--- src/rtl/alu_sequencer.sv ---
// alu_sequencer: fetches 12-bit instructions, drives an external ALU and branches on its captured flags.
// Define ALU_SEQ_TRACE_EN to add the retired-instruction trace ports (oTrValid/oTrPc/oTrResult/oTrFlags).
module alu_sequencer #(
  parameter int ALU_LAT   = 1,
  parameter int MAX_STEPS = 255,
  parameter int STEP_W    = 8
) (
  input  logic        iClk,
  input  logic        iRst_n,
  input  logic        iProgWe,
  input  logic [3:0]  iProgAddr,
  input  logic [11:0] iProgData,
  input  logic        iStart,
  input  logic [1:0]  iRdSel,
  output logic [3:0]  oRdData,
  output logic [3:0]  oA,
  output logic [3:0]  oB,
  output logic [3:0]  oOpCode,
  input  logic [3:0]  iResult,
  input  logic [4:0]  iStatus,
  output logic [4:0]  oFlags,
  output logic [3:0]  oPc,
  output logic        oBusy,
  output logic        oDone,
`ifdef ALU_SEQ_TRACE_EN
  output logic        oTrValid,
  output logic [3:0]  oTrPc,
  output logic [3:0]  oTrResult,
  output logic [4:0]  oTrFlags,
`endif
  output logic        oErr
);
  localparam logic [2:0] S_IDLE = 3'd0, S_FETCH = 3'd1, S_EXEC = 3'd2,
                         S_WAIT = 3'd3, S_CAPTURE = 3'd4, S_DONE = 3'd5;
  localparam int CNT_W = $clog2(ALU_LAT + 1);
  logic [2:0]        r_state;
  logic [11:0]       r_mem [16];
  logic [11:0]       r_ir;
  logic [3:0]        r_pc;
  logic [STEP_W-1:0] r_step;
  logic [CNT_W-1:0]  r_cnt;
  logic [3:0]        r_rf [4];
  logic [3:0]        r_res;
  logic [4:0]        r_stat;
  logic [3:0]        r_a, r_b, r_op;
  logic [4:0]        r_flags;
  logic              r_err;
  logic [3:0]        w_op;
  logic [1:0]        w_rd, w_ra, w_rb;
  logic [2:0]        w_cond;
  logic [7:0]        w_flags8;
  logic              w_is_alu, w_is_br, w_halt, w_taken, w_last;
  assign w_op     = r_ir[11:8];
  assign w_rd     = r_ir[7:6];
  assign w_ra     = r_ir[5:4];
  assign w_rb     = r_ir[3:2];
  assign w_cond   = r_ir[7:5];
  assign w_flags8 = {3'b000, r_flags};
  assign w_is_br  = w_op == 4'hF;
  assign w_is_alu = w_op != 4'h0 && !w_is_br;
  assign w_halt   = w_is_br && w_cond == 3'd6;
  // cond 5 and 6 index the zero padding, so they never count as taken
  assign w_taken  = w_is_br && (w_cond == 3'd7 || (w_flags8[w_cond] ^ r_ir[4]) && w_cond < 3'd5);
  assign w_last   = r_pc == 4'hF;
  assign oRdData  = r_rf[iRdSel];
  assign oA       = r_a;
  assign oB       = r_b;
  assign oOpCode  = r_op;
  assign oFlags   = r_flags;
  assign oPc      = r_pc;
  assign oErr     = r_err;
  assign oBusy    = r_state != S_IDLE && r_state != S_DONE;
  assign oDone    = r_state == S_DONE;
  always_ff @(posedge iClk)
    if (iProgWe && r_state == S_IDLE) r_mem[iProgAddr] <= iProgData;
  always_ff @(posedge iClk or negedge iRst_n) begin
    if (!iRst_n) begin
      r_state <= S_IDLE;
      r_ir    <= '0;
      r_pc    <= '0;
      r_step  <= '0;
      r_cnt   <= '0;
      r_res   <= '0;
      r_stat  <= '0;
      r_a     <= '0;
      r_b     <= '0;
      r_op    <= '0;
      r_flags <= '0;
      r_err   <= 1'b0;
      for (int i = 0; i < 4; i++) r_rf[i] <= '0;
    end else begin
      case (r_state)
        S_IDLE: if (iStart) begin
          r_state <= S_FETCH;
          r_pc    <= '0;
          r_step  <= '0;
          r_err   <= 1'b0;
        end
        S_FETCH: if (r_step == STEP_W'(MAX_STEPS)) begin
          r_state <= S_DONE;
          r_err   <= 1'b1;
        end else begin
          r_ir    <= r_mem[r_pc];
          r_step  <= r_step + STEP_W'(1);
          r_state <= S_EXEC;
        end
        S_EXEC: if (w_is_alu) begin
          r_a     <= r_rf[w_ra];
          r_b     <= r_rf[w_rb];
          r_op    <= w_op;
          r_cnt   <= '0;
          r_state <= S_WAIT;
        end else begin
          if (w_op == 4'h0) r_rf[w_rd] <= r_ir[3:0];
          if (w_halt) r_state <= S_DONE;
          else if (w_taken) begin
            r_pc    <= r_ir[3:0];
            r_state <= S_FETCH;
          end else if (w_last) r_state <= S_DONE;
          else begin
            r_pc    <= r_pc + 4'd1;
            r_state <= S_FETCH;
          end
        end
        S_WAIT: if (r_cnt == CNT_W'(ALU_LAT - 1)) begin
          r_res   <= iResult;
          r_stat  <= iStatus;
          r_state <= S_CAPTURE;
        end else r_cnt <= r_cnt + CNT_W'(1);
        S_CAPTURE: begin
          r_rf[w_rd] <= r_res;
          r_flags    <= r_stat;
          r_op       <= 4'h0;
          r_state    <= w_last ? S_DONE : S_FETCH;
          if (!w_last) r_pc <= r_pc + 4'd1;
        end
        S_DONE: r_state <= S_IDLE;
        default: r_state <= S_IDLE;
      endcase
    end
  end
`ifdef ALU_SEQ_TRACE_EN
  always_ff @(posedge iClk or negedge iRst_n) begin
    if (!iRst_n) begin
      oTrValid  <= 1'b0;
      oTrPc     <= '0;
      oTrResult <= '0;
      oTrFlags  <= '0;
    end else begin
      oTrValid <= r_state == S_CAPTURE;
      if (r_state == S_CAPTURE) begin
        oTrPc     <= r_pc;
        oTrResult <= r_res;
        oTrFlags  <= r_stat;
      end
    end
  end
`endif
endmodule

--- config.mk ---
export PLATFORM = sky130hd
export DESIGN_NAME = alu_sequencer
export DESIGN_NICKNAME = d
export VERILOG_FILES = /design/src/rtl/alu_sequencer.sv
export SDC_FILE = /design/constraint.sdc
export NUM_CORES = 1
export LEC_CHECK = 0
export CAP_MARGIN = 10
export CORE_ASPECT_RATIO = 1.2
export CORE_UTILIZATION = 47
export CTS_BUF_LIST = sky130_fd_sc_hd__clkbuf_4 sky130_fd_sc_hd__clkbuf_8 sky130_fd_sc_hd__clkbuf_16
export DETAILED_ROUTE_END_ITERATION = 10
export PLACE_DENSITY_LB_ADDON = 0.25
export SETUP_SLACK_MARGIN = 0.2
export SLEW_MARGIN = 5
export SYNTH_ARGS = -nofsm -noshare
export SYNTH_HDL_FRONTEND = slang
export SYNTH_SLANG_ARGS = --single-unit
--- constraint.sdc ---
create_clock -name iClk -period 6.17 [get_ports iClk]
set_input_delay 0.617 -clock iClk [delete_from_list [all_inputs] [get_ports iClk]]
set_output_delay 0.617 -clock iClk [all_outputs]
set_load 0.05 [all_outputs]
======== Word-level counts from Yosys, hierarchy flattened ========
Memories as Yosys holds them, arrays and structs flattened. A register that Yosys moved wholly into a read port is not among the register bits.
Cells that the tools add are included.
W data, S select, Z words.
operators by class
  add/sub/neg operators ................... 3
  $mul .................................... 0
  div/mod/pow operators ................... 0
  $lt $le $gt $ge ......................... 7
  eq/ne operators ......................... 19
  shift operators ......................... 0
  muxes and demuxes ....................... 45
  bitwise logic cells ..................... 7
  reductions and logical operators ........ 28
operators by type and width
  operator               count
  $mux W4                13
  $bwmux W16             2
  $mux W16               2
  $pmux W16 S2           1
  $bmux W4 S2            3
  $mux W3                7
  $mux W8                2
  $ne A2 B2 Y1 const B   8
  $pmux W8 S2            1
  $pmux W3 S5            1
  $eq A3 B3 Y1 const B   4
  $ge A3 B3 Y1 const B   4
  $not A2 Y3             4
  $pmux W4 S3            1
  $reduce_and A2 Y1      6
  $reduce_and A3 Y1      3
  $add A8 B1 Y8 const B  1
  $demux W4 S2           1
  $eq A4 B4 Y1 const B   2
  $eq A8 B8 Y1 const B   1
  $pmux W4 S2            1
  $logic_and A1 B1 Y1    7
  $mux W1                7
  $eq A3 B2 Y1 const B   2
  19 further kinds       25
word-level totals
  bits in registers ....................... 59
  bits in latches ......................... 0
  memory bits (writable) .................. 192
  ROM bits ................................ 0
  input port bits ......................... 31
  output and inout port bits .............. 28
  word-level logic and storage cells ...... 125
  memories kept ........................... 1
memory list
  name   depth  bits a word  rd ports  clocked after memory_dff  wr ports  RTL line  text
  r_mem  16     12           1         1                         1         37        logic [11:0] r_mem [16];

======== Logic depth before layout (Yosys ltp) ========
Gate-level depths: netlist of the first run.
  depth after elaboration ................. 10
  depth in mapped cells ................... 8
  gate-level depth less buffers ........... 7

======== Least setup slack after synthesis of the first run ========
Ideal clock, no wire load.
  path kind ............................... register -> register
  start point ............................. register r_state[1]
  end point ............................... memory r_mem[0][0] (enable)
  library setup time ...................... 0.396 ns
  arrival ................................. 2.243 ns
  required time ........................... 5.774 ns
  slack ................................... 3.531 ns
  cell stages (with the launch flop) ...... 7
  buffers on the path ..................... 2
  clock period less this slack ............ 2.639 ns
  cells stage by stage .................... dfrtp_1 -> buf_2 -> clkbuf_1 -> nor3_1 -> nand2_1 -> or3_1 -> nor3_1
on the way
  cells in the longest elaborated chain, start to end .. 4
ends and longest elaborated chain
  element                        RTL line  text
  start, declared                36        logic [2:0] r_state;
  start signal, assigned         134       r_state <= w_last ? S_DONE : S_FETCH;
  $logic_not A3 Y1               75        if (iProgWe && r_state == S_IDLE) r_mem[iProgAddr] <= iProgData;
  $logic_and A1 B1 Y1            75
  $mux W1                        75
  $mux W1 (implied by the code)  75
  end, declared                  37
Every way passes these cells.

======== Worst setup path after layout of the first run ========
  start point ............................. register r_pc[3] (netlist: oPc[3])
  end point ............................... output port oPc[3]
RTL lines
  element                 RTL line  text
  start, declared         39        logic [3:0] r_pc;
  start signal, assigned  117       r_pc <= r_ir[3:0];
  start signal, assigned  121       r_pc <= r_pc + 4'd1;
  start signal, assigned  135       if (!w_last) r_pc <= r_pc + 4'd1;
  end, declared           22        output logic [3:0] oPc,
No word-level cell between the ends.

==> metrics.md, run 1 <==
| Metric | Value |
|---|---|
| Status | `complete, no violations` |
| Worst hold path type | `primary input to async pin` |
| Final WL | `22,800 µm` |
| Crit start category | `flop` |
| Core Box Area | `22,700 µm²` |
| Worst-path clk slew | `0.07 ns` |
| Worst IR Drop VDD | `0.234 mV` |
| Final design utilization | `0.564` |
| Fmax | `0.308 GHz` |
| R2R cell count | `4` |
| Commonest non-fill, non-tap cell in the layout | `edfxtp_1` |
| Synth top area cells | `edfxtp_1 53%, dfrtp_1 16%, mux4_2 11%` |
| Max-Cap Viols | `0` |
| Pwr Density | `464 nW/µm²` |
| Delay-heaviest family, CP | `flip-flops` |
| Area Growth Syn to Fin | `16.5%` |
| Register area share after synthesis | `0.685` |
| Layout net count | `723` |
| Row count | `60` |
| Worst Max-Slew Pin Slew | `1.10 ns` |
| Setup Total Neg Slack | `0 ns` |
| Cell taking the most area after synthesis | `edfxtp_1` |
| Layout Skew | `0.0236 ns` |
| CTS Buf Count | `26` |
| Mean routed wirelength per cell | `22.3 µm` |
| DRC | `0` |
| Port Buf Inserts | `58` |
| Initial core utilization | `0.484` |
| Total grt overflow | `0` |
| Max FO, Critical Path | `17` |
| Clock sinks | `262` |
| Avg Vias per Cell | `5.75` |
| Vias | `5,864` |
| Filler cells | `1,747` |
| CP Data Required Time | `5.55 ns` |
| Postcts setup bufs | `0` |
| RePlAce Congestion | `0.845` |
| CP Buf/Inv Count | `1` |
| Post-Synthesis Cell Area | `11,000 µm²` |
| Yosys warning total | `0` |
| Worst path slowest cell | `dfrtp_1` |
| Clock root buffer | `clkbuf_16` |
| Power after layout | `5930 µW` |
| Fin. max-slew vios | `0` |
| Slew margin rel. | `0.265` |
| Die area | `24,000 µm²` |
| P_leak | `0.00449 µW` |
| Die X-Extent | `141 µm` |
| First-pass GRT wire length | `35,400 µm` |
| Hold Fails Final Rpt | `0` |
| Clk Latency, worst-skew pair | `0.54 ns` |
| CTS resizes | `0` |
| Final setup violation count | `0` |
| Initial drt markers | `437` |
| Commonest cells after routing, fill and taps aside | `192 x edfxtp_1, 68 x dfrtp_1, 57 x clkdlybuf4s50_1, 56 x nor2_1, 53 x mux4_2` |
| RSZ-0062 raised after global routing | `false` |
| Ports | `59` |
| CP Cell Sequence | `clkdlybuf4s50_1` |
| Hpwl dp | `14,800 µm` |
| Arr. time, crit path | `2.63 ns` |
| Count of hold-fix buffers inserted at cts | `0` |
| WP depth | `1` |
| Die height | `169 µm` |
| Number of nets with antenna violations after routing | `0` |
| CP max stage delay | `1.07 ns` |
| Post-synth net total | `653` |
| Avg Inst Size Synth | `17.7 µm²` |
| Share of layout cells above drive strength 1 | `0.227` |
| H-Tree Depth | `1` |
| Final period util | `0.526` |
| N_diodes | `0` |
| Minimum clock period | `3.24 ns` |
| Largest net degree at the start of global routing | `71` |
| FF+latch count, synth | `262` |
| Nature of the critical path endpoint | `primary output` |
| Drt pass-1 iters | `5` |
| WS Path Type | `flop to primary output` |
| Unique masters post-synth | `50` |
| Syn Inst Count | `620` |
| TritonCTS clock tree | `yes` |
| Clk buf depth | `3` |
| Initial antenna violation count | `0` |
| Overall routing resource usage | `0.198` |
| Post-synth top area share | `0.526` |
| Vias in the first global route | `6,208` |
[synthesized netlist by cell type (all sizes together)]
cell type,n
a2111oi,1
a211oi,2
a21o,2
a21oi,30
and2,2
and3,4
and3b,1
and4,1
buf,17
clkbuf,16
dfrtp,70
edfxtp,192
ha,2
inv,5
mux2,27
mux2i,7
mux4,72
nand2,39
nand2b,5
nand3,8
nand4,6
nand4bb,1
nor2,59
nor2b,2
nor3,9
nor3b,4
nor4,1
nor4b,1
o21ai,15
o21bai,1
o221a,1
o22a,1
o22ai,1
o31ai,4
o41ai,2
or3,2
or3b,1
xor2,6
[power by group]
part	switching, µW	internal [µW]	leakage (µW)
sequential	335	2130	0.00258
clock	651	925	0.000447
combinational	954	927	0.00145
[metrics by stage]
step	cell area (µm²)	setup slack [ns]	instances	hold slack, ns
finish	12800	2.93	1020	0.306
CTS	12800	2.87	1019	0.329
global route	12800	2.79	1020	0.382
detailed placement	11900	3.01	971	0.462
global placement	11800	3.05	966	0.453
floorplan	11000	3.53	620	0.321
[sequential cells by signal (all words and copies together), names as in the netlist, 4 cells and up]
signal and flops:
r_res 4, r_rf 16, oPc 4, oFlags 5
oOpCode 4, r_stat 5, oB 4, r_mem 192
oA 4, r_step 8, r_ir 12
[final timing paths]
check | slack, ns | end | startpoint
setup / recovery | 2.93 | oPc[3] | oPc[3]
hold / removal | 0.31 | oOpCode[2] | iRst_n
setup reg to reg | 3.21 | r_ir[1] | oPc[0]
hold reg to reg | 0.47 | oFlags[2] | r_stat[2]
max in group asynchronous | 5.23 | oPc[1] | iRst_n
min in group iClk | 0.47 | oFlags[2] | r_stat[2]
[metal layers]
metal	track usage	routed length, µm	vias up
met5	0	0	-
met4	0.0729	660	0
met3	0.0271	1070	43
met2	0.335	11400	180
met1	0.265	9660	3046
li1	-	-	2595
[logic make-up after synthesis]
logic type | Yosys count | share of synthesized area
mux | 106 | 0.192
buf+inv | 38 | 0.0196
compound gates | 60 | 0.0326
flops | 262 | 0.685
xor+xnor | 6 | 0.00479
fa+ha+maj | 2 | 0.00228
simple gates | 146 | 0.0638
[layout make-up]
| cell class | instances | area [µm²] | share of cell area |
|---|---|---|---|
| multi-input cells | 320 | 3260 | 0.255 |
| flip-flops and latches | 262 | 7520 | 0.588 |
| inverters | 5 | 18.8 | 0.00147 |
| repair buffers | 75 | 714 | 0.0559 |
| clock buffers | 37 | 776 | 0.0607 |
| well taps | 310 | 388 | 0.0303 |
| clock inverters | 11 | 103 | 0.00803 |
(Power assumes the default switching activity.)
==> run 2, diff against run 1 <==
Clock period 6.17 ns to 2.8 ns, I/O delays scaled along.
==> run 2 against run 1 <==
Against the previous run:
- sequential share of layout area down 0.81 points
- routed wire length down 1.5%
- sequential power up 110%
- critical endpoint is now oPc[0]
- via count down 0.78%
==> metrics.md, run 2 (synthesized netlist as in run 1, its figures left out) <==
| Metric | Value |
|---|---|
| First-pass GRT wire length | `35,000 µm` |
| Clk Latency, worst-skew pair | `0.52 ns` |
| WS Path Type | `flop to primary output` |
| Vias | `5,818` |
| CTS Buf Count | `27` |
| Setup Total Neg Slack | `0 ns` |
| Combinational Power Share | `0.326` |
| Die height | `169 µm` |
| CP Data Required Time | `2.52 ns` |
| Hpwl dp | `14,400 µm` |
| Layout Skew | `0.00794 ns` |
| Commonest cells after routing, fill and taps aside | `192 x edfxtp_1, 68 x dfrtp_1, 59 x nor2_1, 56 x clkdlybuf4s50_1, 53 x mux4_2` |
| Pwr Density | `1030 nW/µm²` |
| Clock sinks | `262` |
| Avg Vias per Cell | `5.62` |
| Placed cells | `986` |
| CP max stage delay | `0.91 ns` |
| RSZ-0062 raised after global routing | `false` |
| CP Buf/Inv Count | `2` |
| Max-Cap Viols | `0` |
| Postcts setup bufs | `0` |
| Initial antenna violation count | `0` |
| TritonCTS clock tree | `yes` |
| Die area | `24,000 µm²` |
| Minimum clock period | `2.47 ns` |
| Max FO, Critical Path | `23` |
| Fmax | `0.405 GHz` |
| Max reg flops | `192` |
| Drt pass-1 iters | `4` |
| Area Growth Syn to Fin | `18.2%` |
| N_diodes | `0` |
| CP Cell Sequence | `buf_4 -> clkdlybuf4s50_1` |
| Total grt overflow | `0` |
| Worst-path clk slew | `0.06 ns` |
| Fin. max-slew vios | `0` |
| Psw | `4250 µW` |
| Hold Fails Final Rpt | `0` |
| Power Internal | `9070 µW` |
| Largest registers | `r_mem x192, r_rf x16, r_ir x12` |
| RePlAce Congestion | `0.859` |
| Slew margin rel. | `0.548` |
| Worst Max-Slew Pin Slew | `0.677 ns` |
| Clk buf depth | `3` |
| Arr. time, crit path | `2.19 ns` |
| Worst IR Drop VDD | `0.484 mV` |
| H-Tree Depth | `1` |
| Core Box Area | `22,700 µm²` |
| Initial drt markers | `355` |
| Largest net degree at the start of global routing | `43` |
| Crit start category | `flop` |
| Final WL | `22,400 µm` |
| Initial core utilization | `0.484` |
| Mean routed wirelength per cell | `21.6 µm` |
| P_leak | `0.00457 µW` |
| Final setup violation count | `0` |
| Switching power share of the total | `0.319` |
| Number of nets with antenna violations after routing | `0` |
| Delay-heaviest family, CP | `buffers and inverters` |
| Vias in the first global route | `6,102` |
| Clk pwr share | `0.275` |
| Commonest non-fill, non-tap cell in the layout | `edfxtp_1` |
| Port Buf Inserts | `58` |
| Filler cells | `1,727` |
| Clock root buffer | `clkbuf_16` |
| Layout net count | `739` |
| Ports | `59` |
| Share of layout cells above drive strength 1 | `0.231` |
| Cell Count, Final, Fillers Out | `1,036` |
| Seq pwr share | `0.399` |
| Reg with most FFs | `r_mem` |
| Worst path slowest cell | `clkdlybuf4s50_1` |
| Worst hold path type | `primary input to async pin` |
| Overall routing resource usage | `0.197` |
| Row count | `60` |
| Die X-Extent | `141 µm` |
| Nature of the critical path endpoint | `primary output` |
| Status | `complete, no violations` |
| Final period util | `0.881` |
| DRC | `0` |
run 2: worst reg2reg max path, cell delays in order (launching register included):
cell	delay [ns]
dfrtp_2	0.39
buf_4	0.37
mux4_1	0.60
mux4_2	0.48
mux2_4	0.27
run 2: final timing paths:
path | startpoint | endpoint | slack [ns] | cells past startpoint
hold reg to reg | r_stat[3] | oFlags[3] | 0.47 | 2
setup reg to reg | oPc[0] | r_ir[8] | 0.57 | 4
max in group asynchronous | iRst_n | r_stat[2] | 1.79 | 3
min in group iClk | iStatus[0] | r_stat[0] | 0.38 | 2
setup / recovery | oPc[0] | oPc[0] | 0.33 | 2
hold / removal | iRst_n | r_step[7] | 0.34 | 2
run 2: through the flow:
step                power (µW)  hold WS, ns  setup slack, ns  cell area [µm²]  utilization
global placement          9640        0.351            0.355            12000        0.531
CTS                      13500        0.351            0.271            13000        0.572
finish                   13300        0.337            0.333            13000        0.572
global route             14000        0.365            0.213            13000        0.572
detailed placement        9790        0.360            0.354            12000        0.531
floorplan                 8600      -0.0156            0.350            11000            -
run 2: layout make-up:
type	count	area [µm²]	share of cell area
clock buffer	29	691	0.0533
clock inverter	20	233	0.0180
inverter	5	18.8	0.00145
multi-input combinational	320	3260	0.251
sequential	262	7520	0.580
tap	310	388	0.0299
timing repair buffer	90	855	0.0659
run 2: what timing repair did:
action | 4_1_cts | 5_1_grt
gates resized for setup | 1 | 0
hold buffers | 1 | 0
endpoints found under the hold margin | 28 | 0
endpoints found under the setup margin | 1 | 0
run 2: power by group through the flow:
stage	clock network, µW	registers (µW)	logic (µW)
final	3670	5310	4340
after global routing	3900	5400	4680
after CTS	3730	5320	4410
after detailed placement	0	5400	4400
after global placement	0	5360	4290
after floorplan	0	5520	3080
run 2: routing by layer:
layer	vias to the layer above	GRT usage	share of wire
met5	-	0	0
met4	0	0.0542	0.017
met3	31	0.0285	0.043
met2	155	0.370	0.55
met1	3008	0.236	0.39
li1	2624	-	-
==> run 3, diff against run 2 <==
Settings changed: PLACE_DENSITY set to 0.71, PLACE_DENSITY_LB_ADDON 0.25 to unset.
==> run 3 against run 2 <==
Against the previous run:
- flip-flop and latch count unchanged
- largest cell class unchanged
- clock power down 8.7%
- power down 2.1%
- final cell count unchanged
- setup slack better by 0.0033 ns
- routed wire length up 1.1%
- cell area down 0.66%
- core utilization down 0.38 points
- global-route usage up 0.089 points
- via count up 3.0%
==> metrics.md, run 3 (synthesized netlist as in run 1, its figures left out) <==
| Metric | Value |
|---|---|
| Status | `complete, no violations` |
| Initial core utilization | `0.484` |
| Ports | `59` |
| Hold Fails Final Rpt | `0` |
| Mean routed wirelength per cell | `21.9 µm` |
| FF-to-FF setup slack | `0.48 ns` |
| Switching power share of the total | `0.326` |
| Pwr Density | `1010 nW/µm²` |
| Hold Slack | `0.315 ns` |
| Vias in the first global route | `6,270` |
| Row count | `60` |
| TritonCTS clock tree | `yes` |
| Port Buf Inserts | `58` |
| Worst IR Drop VDD | `0.597 mV` |
| Nature of the critical path endpoint | `primary output` |
| Crit start category | `flop` |
| Max FO, Critical Path | `16` |
| Filler cells | `1,736` |
| Number of nets with antenna violations after routing | `0` |
| Worst slack, placed | `0.334 ns` |
| Arr. time, crit path | `2.18 ns` |
| Layout Skew | `0.00938 ns` |
| Core Box Area | `22,700 µm²` |
| Hpwl dp | `14,400 µm` |
| Area Growth Syn to Fin | `17.4%` |
| Clock root buffer | `clkbuf_16` |
| Overall routing resource usage | `0.198` |
| Die height | `169 µm` |
| Final setup violation count | `0` |
| Max-Cap Viols | `0` |
| Largest registers | `r_mem x192, r_rf x16, r_ir x12` |
| Final period util | `0.880` |
| Power Internal | `8790 µW` |
| Clk Latency, worst-skew pair | `0.53 ns` |
| Worst Setup Slack, final | `0.337 ns` |
| Worst hold path type | `primary input to async pin` |
| Slew margin rel. | `0.561` |
| Reg with most FFs | `r_mem` |
| Worst R2R Start | `r_ir[5]` |
| First-pass GRT wire length | `35,400 µm` |
| Vias | `5,992` |
| RePlAce Congestion | `0.795` |
| Psw | `4250 µW` |
| P_leak | `0.00455 µW` |
| Final WL | `22,600 µm` |
| Setup Total Neg Slack | `0 ns` |
| Fmax | `0.406 GHz` |
| WS Path Type | `flop to primary output` |
| RSZ-0062 raised after global routing | `false` |
| DRC | `0` |
| Combinational Power Share | `0.332` |
| Largest net degree at the start of global routing | `33` |
| Worst-path clk slew | `0.06 ns` |
| Avg Vias per Cell | `5.78` |
| N_diodes | `0` |
| Max reg flops | `192` |
| Seq pwr share | `0.411` |
| Final design utilization | `0.568` |
| Die area | `24,000 µm²` |
| Initial drt markers | `368` |
| Clk pwr share | `0.257` |
| Die X-Extent | `141 µm` |
| Commonest cells after routing, fill and taps aside | `192 x edfxtp_1, 68 x dfrtp_1, 59 x nor2_1, 56 x clkdlybuf4s50_1, 53 x mux4_2` |
| Clk buf depth | `3` |
| Minimum clock period | `2.46 ns` |
| FF-to-FF End | `oPc[0]` |
| Worst Max-Slew Pin Slew | `0.658 ns` |
| Initial antenna violation count | `0` |
| Clock sinks | `262` |
| Drt pass-1 iters | `4` |
| CTS Buf Count | `26` |
| Share of layout cells above drive strength 1 | `0.231` |
| H-Tree Depth | `1` |
| Commonest non-fill, non-tap cell in the layout | `edfxtp_1` |
| R2R cell count | `6` |
| Total grt overflow | `0` |
| Layout net count | `740` |
| CP Data Required Time | `2.52 ns` |
| Fin. max-slew vios | `0` |
run 3: cell count changes in the layout (fill, tap and decap cells not counted), moves of 2 or more:
cell        change
clkbuf_4        +4
buf_4           +3
clkinvlp_4      -2
clkbuf_8        +2
bufinv_16       -4
run 3: repair_timing:
item | 4_1_cts | 5_1_grt
buffers inserted | 0 | 0
endpoints found under the hold margin | 27 | 0
gates resized for setup | 1 | 0
hold buffers | 1 | 0
endpoints found under the setup margin | 1 | 0
run 3: area by class of cell:
cell class / count / area [µm²] / share of cell area
Sequential cell: 262 / 7520 / 0.584
Multi-Input combinational cell: 320 / 3260 / 0.253
Timing Repair Buffer: 92 / 857 / 0.0666
Clock buffer: 35 / 748 / 0.0581
Tap cell: 310 / 388 / 0.0301
Clock inverter: 12 / 87.6 / 0.00680
Inverter: 5 / 18.8 / 0.00146
run 3: power groups by stage:
stage          Combinational, µW  Clock (µW)  Sequential [µW]
6_report                    4330        3350             5360
3_5_place_dp                4360           0             5430
3_3_place_gp                4240           0             5380
4_1_cts                     4380        3420             5350
2_1_floorplan               3080           0             5520
5_1_grt                     4640        3570             5450
run 3: worst max path at each step:
stage | startpoint | endpoint
after floorplan | r_state[1] | r_mem[4][0]
after global placement | iRdSel[0] | oRdData[2]
after detailed placement | iRdSel[0] | oRdData[1]
after CTS | r_state[1] | oDone
after global routing | r_state[1] | oDone
final | r_state[1] | oDone
run 3: worst max-delay path, stage by stage (launching register included):
cell	delay, ns
dfrtp_1	0.57
and3b_1	0.30
clkdlybuf4s50_1	0.79
run 3: routing by layer:
layer / global-route usage / up-vias / share of wire
met2: 0.343 / 216 / 0.51
met1: 0.260 / 3103 / 0.42
li1: - / 2631 / -
met3: 0.0288 / 42 / 0.052
met4: 0.0612 / 0 / 0.024
met5: 0 / - / 0
run 3: per-stage QoR:
step	instance area [µm²]	instances	power, µW
6_report	12900	1036	13000
3_3_place_gp	12000	988	9630
3_5_place_dp	12000	988	9790
4_1_cts	12900	1036	13100
5_1_grt	12900	1036	13700
2_1_floorplan	11000	620	8600
